**src/rtl/mem_bus_arbiter.sv**
```systemverilog
// mem_bus_arbiter: shares one memory bus between fetch and data ports.
// Data wins ties until MAX_D_RUN grants; a watchdog aborts lost accesses.
//
// Ports:
//  clk, rst        clock, async active-low reset
//  if_*            fetch request in, fetch rdata/done out
//  d_*             data request in, data rdata/done out
//  stallreq_o      core stall while a request is pending
//  bus_err_o       pulses with done when the watchdog aborted
//  m_*             registered memory bus, m_ack_i/m_rdata_i back

module mem_bus_arbiter #(
  parameter int MAX_D_RUN   = 4,
  parameter int TIMEOUT_CYC = 255
) (
  input  logic        clk,
  input  logic        rst,
  input  logic        if_ce_i,
  input  logic [31:0] if_addr_i,
  output logic [31:0] if_rdata_o,
  output logic        if_done_o,
  input  logic        d_ce_i,
  input  logic        d_we_i,
  input  logic [3:0]  d_sel_i,
  input  logic [31:0] d_addr_i,
  input  logic [31:0] d_wdata_i,
  output logic [31:0] d_rdata_o,
  output logic        d_done_o,
  output logic        stallreq_o,
  output logic        bus_err_o,
  output logic        m_req_o,
  output logic        m_we_o,
  output logic [3:0]  m_sel_o,
  output logic [31:0] m_addr_o,
  output logic [31:0] m_wdata_o,
  input  logic [31:0] m_rdata_i,
  input  logic        m_ack_i
);

  typedef enum logic [1:0] {
    IDLE,
    GNT_IF,
    GNT_D,
    DONE
  } state_t;

  localparam logic [3:0] RUN_MAX = 4'(MAX_D_RUN);
  localparam logic [7:0] WD_LAST = 8'(TIMEOUT_CYC - 1);

  state_t      state;
  state_t      state_d;
  logic [3:0]  d_run;
  logic [7:0]  wdog;
  logic        run_full;
  logic        want_d;
  logic        want_if;
  logic        pick_d;
  logic        pick_if;
  logic        ack;
  logic        tmo;
  logic        fin;

  assign run_full = (d_run == RUN_MAX);
  // Data wins a tie unless it has already had its run.
  assign want_d   = d_ce_i & ~(if_ce_i & run_full);
  assign want_if  = if_ce_i & ~want_d;
  assign fin      = ack | tmo;

  assign stallreq_o = (if_ce_i & ~if_done_o)
                    | (d_ce_i & ~d_done_o);

  always_comb begin
    state_d = state;
    pick_d  = 1'b0;
    pick_if = 1'b0;
    ack     = 1'b0;
    tmo     = 1'b0;
    unique case (state)
      IDLE: begin
        unique case (1'b1)
          want_d: begin
            pick_d  = 1'b1;
            state_d = GNT_D;
          end
          want_if: begin
            pick_if = 1'b1;
            state_d = GNT_IF;
          end
          default: ;
        endcase
      end
      GNT_IF, GNT_D: begin
        ack = m_ack_i;
        tmo = ~m_ack_i & (wdog == WD_LAST);
        if (ack || tmo) state_d = DONE;
      end
      DONE:    state_d = IDLE;
      default: state_d = IDLE;
    endcase
  end

  always_ff @(posedge clk or negedge rst) begin
    if (!rst) state <= IDLE;
    else      state <= state_d;
  end

  always_ff @(posedge clk or negedge rst) begin
    if (!rst) begin
      if_rdata_o <= '0;
      if_done_o  <= 1'b0;
      d_rdata_o  <= '0;
      d_done_o   <= 1'b0;
      bus_err_o  <= 1'b0;
      m_req_o    <= 1'b0;
      m_we_o     <= 1'b0;
      m_sel_o    <= '0;
      m_addr_o   <= '0;
      m_wdata_o  <= '0;
      d_run      <= '0;
      wdog       <= '0;
    end else begin
      if_done_o <= 1'b0;
      d_done_o  <= 1'b0;
      bus_err_o <= 1'b0;
      unique case (state)
        IDLE: begin
          if (!if_ce_i) d_run <= '0;
          if (pick_d) begin
            m_req_o   <= 1'b1;
            m_we_o    <= d_we_i;
            m_sel_o   <= d_sel_i;
            m_addr_o  <= d_addr_i;
            m_wdata_o <= d_wdata_i;
            wdog      <= '0;
          end else if (pick_if) begin
            m_req_o   <= 1'b1;
            m_we_o    <= 1'b0;
            m_sel_o   <= 4'hF;
            m_addr_o  <= if_addr_i;
            m_wdata_o <= '0;
            wdog      <= '0;
          end
        end
        GNT_IF, GNT_D: begin
          if (fin) begin
            m_req_o   <= 1'b0;
            bus_err_o <= tmo;
            if (state == GNT_D) begin
              d_rdata_o <= ack ? m_rdata_i : '0;
              d_done_o  <= 1'b1;
              if (if_ce_i && !run_full)
                d_run <= d_run + 4'd1;
            end else begin
              if_rdata_o <= ack ? m_rdata_i : '0;
              if_done_o  <= 1'b1;
              d_run      <= '0;
            end
          end else begin
            wdog <= wdog + 8'd1;
          end
        end
        default: ;
      endcase
    end
  end

endmodule
```
**config.mk**
```make
export PLATFORM = sky130hd
export DESIGN_NAME = mem_bus_arbiter
export DESIGN_NICKNAME = d
export VERILOG_FILES = /design/src/rtl/mem_bus_arbiter.sv
export SDC_FILE = /design/constraint.sdc
export NUM_CORES = 1
export LEC_CHECK = 0
export ABC_AREA = 1
export BUFFER_PORTS_ARGS = -buffer_cell sky130_fd_sc_hd__buf_2
export CORE_MARGIN = 8
export CORE_UTILIZATION = 50
export CTS_CLUSTER_DIAMETER = 120
export DETAILED_ROUTE_END_ITERATION = 16
export HOLD_SLACK_MARGIN = 0.12
export PLACE_DENSITY = 0.8
export SYNTH_ARGS = -nofsm -noshare
export SYNTH_HDL_FRONTEND = slang
export SYNTH_SLANG_ARGS = --single-unit
export TNS_END_PERCENT = 1
```
**constraint.sdc**
```tcl
create_clock -name clk -period 2.4 [get_ports clk]
set_clock_uncertainty 0.05 [all_clocks]
set_input_delay 0.48 -clock clk [delete_from_list [all_inputs] [get_ports clk]]
set_output_delay 0.48 -clock clk [all_outputs]
set_load 0.1 [all_outputs]
```
* Word-level counts from Yosys, hierarchy flattened *
Cells that the tools add are included.

word-level totals
  flip-flop bits (word level) = 151
  bits of input ports = 138
  output and inout port bits = 138
  word-level logic and storage cells = 94

cells by class
  add/sub/neg operators = 2
  equal/unequal tests = 12
  multiplexer cells = 39
  bitwise gates (word level) = 14
  reduce and logical (&&, ||, !) cells = 14

operators with widths
  kind                                                                   number
  32-bit 2-to-1 mux                                                      5
  4-bit 2-to-1 mux                                                       6
  8-bit 2-to-1 mux                                                       3
  1-bit 2-to-1 mux                                                       19
  8-bit one-hot mux with 2 select lines                                  1
  3-bit AND reduction                                                    4
  3-bit != test, second input constant                                   3
  8-bit by 1-bit adder with 8-bit output, second input constant          1
  8-bit equality test, second input constant                             1
  2-bit != test, second input constant                                   4
  4-bit one-hot mux with 2 select lines                                  1
  1-bit bitwise AND                                                      6
  1-bit inverter                                                         6
  2-bit one-hot mux with 3 select lines                                  1
  4-bit by 1-bit adder with 4-bit output, second input constant          1
  2-bit equality test, second input constant                             2
  4-bit by 3-bit equality test with 1-bit output, second input constant  1
  2-bit one-hot mux with 2 select lines                                  1
  2-bit AND reduction                                                    2
  4-bit AND reduction                                                    1
  2-bit nonzero test                                                     2
  2-bit by 1-bit equality test with 1-bit output, second input constant  1
  2-bit logical NOT                                                      1
  2-bit 2-to-1 mux                                                       1
  other kinds (6)                                                        7

* Depth between registers and ports, before layout *
  depth after elaboration = 11
  gate-level depth with buffers = 10
  mapped depth without buffers = 10

* Worst setup path before layout *
OpenSTA, ideal clock, no wires.

  path type = reg2out
  from = register d_done_o
  to = output stallreq_o
  arrival = 2364 ps
  required time = 1870 ps
  setup slack = -494 ps
  cell stages (with the launch flop) = 2
  path buffers = 0
  cell sequence = dfrtp_1 o22ai_1

on the way
  cells in the longest elaborated chain, start to end = 3

ends and longest elaborated chain
  item                      line  text
  start: declaration        28    output logic d_done_o,
  start signal: assignment  112   d_done_o <= 1'b0;
  start signal: assignment  123   d_done_o <= 1'b0;
  start signal: assignment  150   d_done_o <= 1'b1;
  1-bit inverter            70    | (d_ce_i & ~d_done_o);
  1-bit bitwise AND         70
  1-bit OR                  70
  end: declaration          29    output logic stallreq_o,

Every way passes these cells.

* Worst setup path after layout *
  from = register state[1]
  to = register if_rdata_o[11]

on the way
  cells in the longest elaborated chain, start to end = 5
  elaborated cells on any way between the ends = 9
  classes of those cells = 2 x eq/ne; 3 x mux; 2 x bitwise; 2 x reduce/logical

ends and longest elaborated chain
  item                                                                                   line          text
  start: declaration                                                                     50            state_t state;
  start signal: assignment                                                               104           else state <= state_d;
  2-bit equality test or 2-bit by 1-bit equality test with 1-bit output (tied branches)  78, 125, 148
  2-bit OR reduction                                                                     78, 125
  1-bit 2-to-1 mux                                                                       78            unique case (state)
  1-bit OR                                                                               67            assign fin = ack | tmo;
  3-bit AND reduction (no source line)                                                   --
  end signal: assignment                                                                 154           if_rdata_o <= ack ? m_rdata_i : '0;
  end: declaration                                                                       20            output logic [31:0] if_rdata_o,

Several ways; a longest one is shown, not always the timed one.
A chain may end at the register's enable or synchronous reset.

==> run summary <==
Global routing used 23.7% of the available tracks across all layers. The initial utilization of the core area, before any placement, comes to 51.1%. Cts-stage hold buffer count: 1. The worst setup path is captured at a register. Quantity of gates resized following cts: 0.

Dividing the synthesized area by the synthesized cell count gives 7.54 µm². The most frequent standard cell in the layout excluding fill and tap cells is nand2_1. The floorplan has 43 rows.

The area enclosed by the die boundary was 0.0182 mm². After detailed routing, the number of vias per cell comes to 4.81. In this run the cell area of the synthesized design comes to 0.00707 mm². The tools report the final count of negative-setup-slack endpoints as 0. The logs give 0 for the final max-slew violation count and 6716 for the via count of the first global-routing pass. The logs give 5 for the total iterations of the first detailed-routing run and 34600 µm for the wire length of the first global-routing pass. The worst setup path is launched from a register. The fraction of layout cells with a size suffix above 1 was 27.6%. Headroom to the max-slew limit came out at 27.3%. The count of nets after finishing is 1350.

The worst path in the final design needs a cycle of 2060 ps, including I/O delays and setup. The post-route clock period utilization came out at 86.0%. During placement, the flow inserted port buffers numbering 275. The gate count of the mapped netlist is 938.

Walking the worst path, the cells encountered are inv_1, ha_1, inv_1, nor2_1, nand3_1, nand2_1, nand2_2, buf_12, nand2_1, nand2_1. The layout-stage area growth over the synthesis result is 30.4%. The cell type with the highest occurrence count on the critical path was nand2_1. In this run the horizontal extent of the chip is 135 µm. The tool flagged a number of max-cap violations equal to 0.

The number of hold violations in the final report was 0; the number of library cell types mapped by synthesis was 26. The Yosys warning count was 0; the number of clock sinks was 151. Sorting the synthesized cells by area gives the leading types as dfrtp_1 53%, nand2_1 24%, inv_1 6.4%, nand3_1 3.8%, nor2_1 2.5%. Measured on the finished design, the core utilization comes to 66.7%.

Dividing the detail-routed wire length by the instance count gives 15.4 µm. The H-tree depth reported by CTS is 4. For the maximum buffer depth of the clock tree, the log shows 2. The post-detailed-route count of antenna-violating nets came out at 0. Setup total negative slack on the finished layout was measured at 0 ps. The HPWL after detailed placement came out at 15400 µm. After synthesis the netlist holds a flip-flop and latch count of 151. For the worst-skew pair, the clock arrives at the later sink with an insertion delay of 410 ps. At the worst endpoint, the required time is 2650 ps. In the layout the commonest cells are 454 x nand2_1, 273 x buf_2, 151 x dfrtp_1. At the worst endpoint, the arrival time is 2310 ps. Sequential share of the synthesized area: 53.5%. The flow ran to the end, and the final reports show no timing, DRC or antenna violations. TritonCTS built the clock tree. After detailed routing, the number of remaining DRC violations is 0. For this design, the slowest cell found on the critical path is dfrtp_1. The first routing iteration left 417 violations. Type of the tightest min-delay check: in -> reg. The aggregate global routing overflow was 0; the initial antenna violation count was 0. The antenna cell count was 0.

For this design the top-level I/O count stands at 276. The number of nets in the synthesized netlist is 1083. In this design, the stage delay of the slowest critical-path cell is 370 ps.

The class of the most critical setup path is reg -> reg. The floorplan step set the die height to 135 µm. After synthesis, the largest area contributor takes up 53.5% of total cell area. CTS buffer count: 17. The run gives 6719 as the overall via count from detail_route.

For the pin with the worst max-slew slack, the measured transition is 1090 ps. The top fanout value on the critical path is 33, and the total detailed-routing wirelength is 21500 µm. Entering global routing, the biggest net connects 100 pins.

Setup repair after global routing left no endpoint under its margin. The logs give 0.848 for the final weighted congestion in routability-driven placement and 0.0138 mm² for the area of the core. The biggest area contributor in the post-synthesis netlist is dfrtp_1.

In this run the post-CTS setup repair buffer count came out at 0. Derived from the worst setup path, the maximum achievable clock frequency is 485 MHz. The root buffer cell chosen for the clock tree is clkbuf_16.

The clock-pin transition on the worst setup and hold timing paths came out at 60 ps.
synthesized netlist by cell type:
library cell,n
a21boi_0,1
a21oi_1,4
a21oi_4,1
buf_1,2
buf_2,13
buf_6,10
clkbuf_1,16
clkinv_1,1
dfrtp_1,151
ha_1,7
inv_1,121
inv_2,5
nand2_1,454
nand2_2,3
nand3_1,53
nand3_2,1
nand4_1,1
nand4_2,1
nor2_1,47
nor2_2,1
nor3_1,1
o21ai_0,20
o21ai_1,15
o21bai_1,1
o22ai_1,5
or2_2,3
sequential cells by signal (all words and copies together), names as in the netlist:
name and cells:
if_done_o 1, d_done_o 1, d_rdata_o 32, m_req_o 1, m_addr_o 32, m_sel_o 4
m_we_o 1, m_wdata_o 32, wdog 8, if_rdata_o 32, bus_err_o 1, d_run 4
state 2
stage by stage:
| stage | cell area, µm² | std cells | worst slack (ps) | hold slack [ps] |
|---|---|---|---|---|
| after detailed placement | 8600 | 1365 | 377 | 333 |
| after floorplan | 7080 | 938 | 117 | 134 |
| after CTS | 9220 | 1398 | 364 | 191 |
| final | 9220 | 1398 | 336 | 212 |
| after global routing | 9220 | 1398 | 149 | 203 |
| after global placement | 8600 | 1365 | 440 | 330 |
final timing paths:
check | slack, ps | cells past startpoint | to | startpoint
max | 340 | 10 | if_rdata_o[11] | state[1]
min | 210 | 3 | m_wdata_o[5] | d_wdata_i[5]
max reg2reg | 340 | 10 | if_rdata_o[11] | state[1]
min reg2reg | 420 | 2 | d_rdata_o[8] | d_rdata_o[8]
max in group asynchronous | 980 | 3 | m_wdata_o[25] | rst
min in group asynchronous | 510 | 2 | m_addr_o[7] | rst
worst max-delay path, delay by kind of cell (launching register included):
kind	cells	cell delay (ps)
and+or+nand+nor	6	710
buffers and inverters	3	460
adders and majority gates	1	340
DFF	1	370
layout make-up:
cell class | instances | area (µm²)
clock buffer | 20 | 467
timing repair buffer | 289 | 1560
fill | 1200 | 4610
tap | 180 | 225
inverter | 127 | 477
clock inverter | 12 | 141
multi-input combinational | 619 | 2570
sequential | 151 | 3780
kinds of logic after synthesis:
logic type               after synthesis  synth area share, %
buffers and inverters                168                 10.2
AO/OA/AOI/OAI                         47                 3.65
AND/OR/NAND/NOR                      565                 31.5
adder cells (fa/ha/maj)                7                 1.24
flip-flops                           151                 53.5
per-layer routing:
layer  share of wire (%)  track usage (%)
met5                   0                0
met4                0.87             5.86
met3                  10             7.47
met2                  48             38.7
met1                  41             29.9
Power is left out: the tool's default activity adds up to more than one toggle a clock period on the data nets, which glitch-free logic cannot reach.
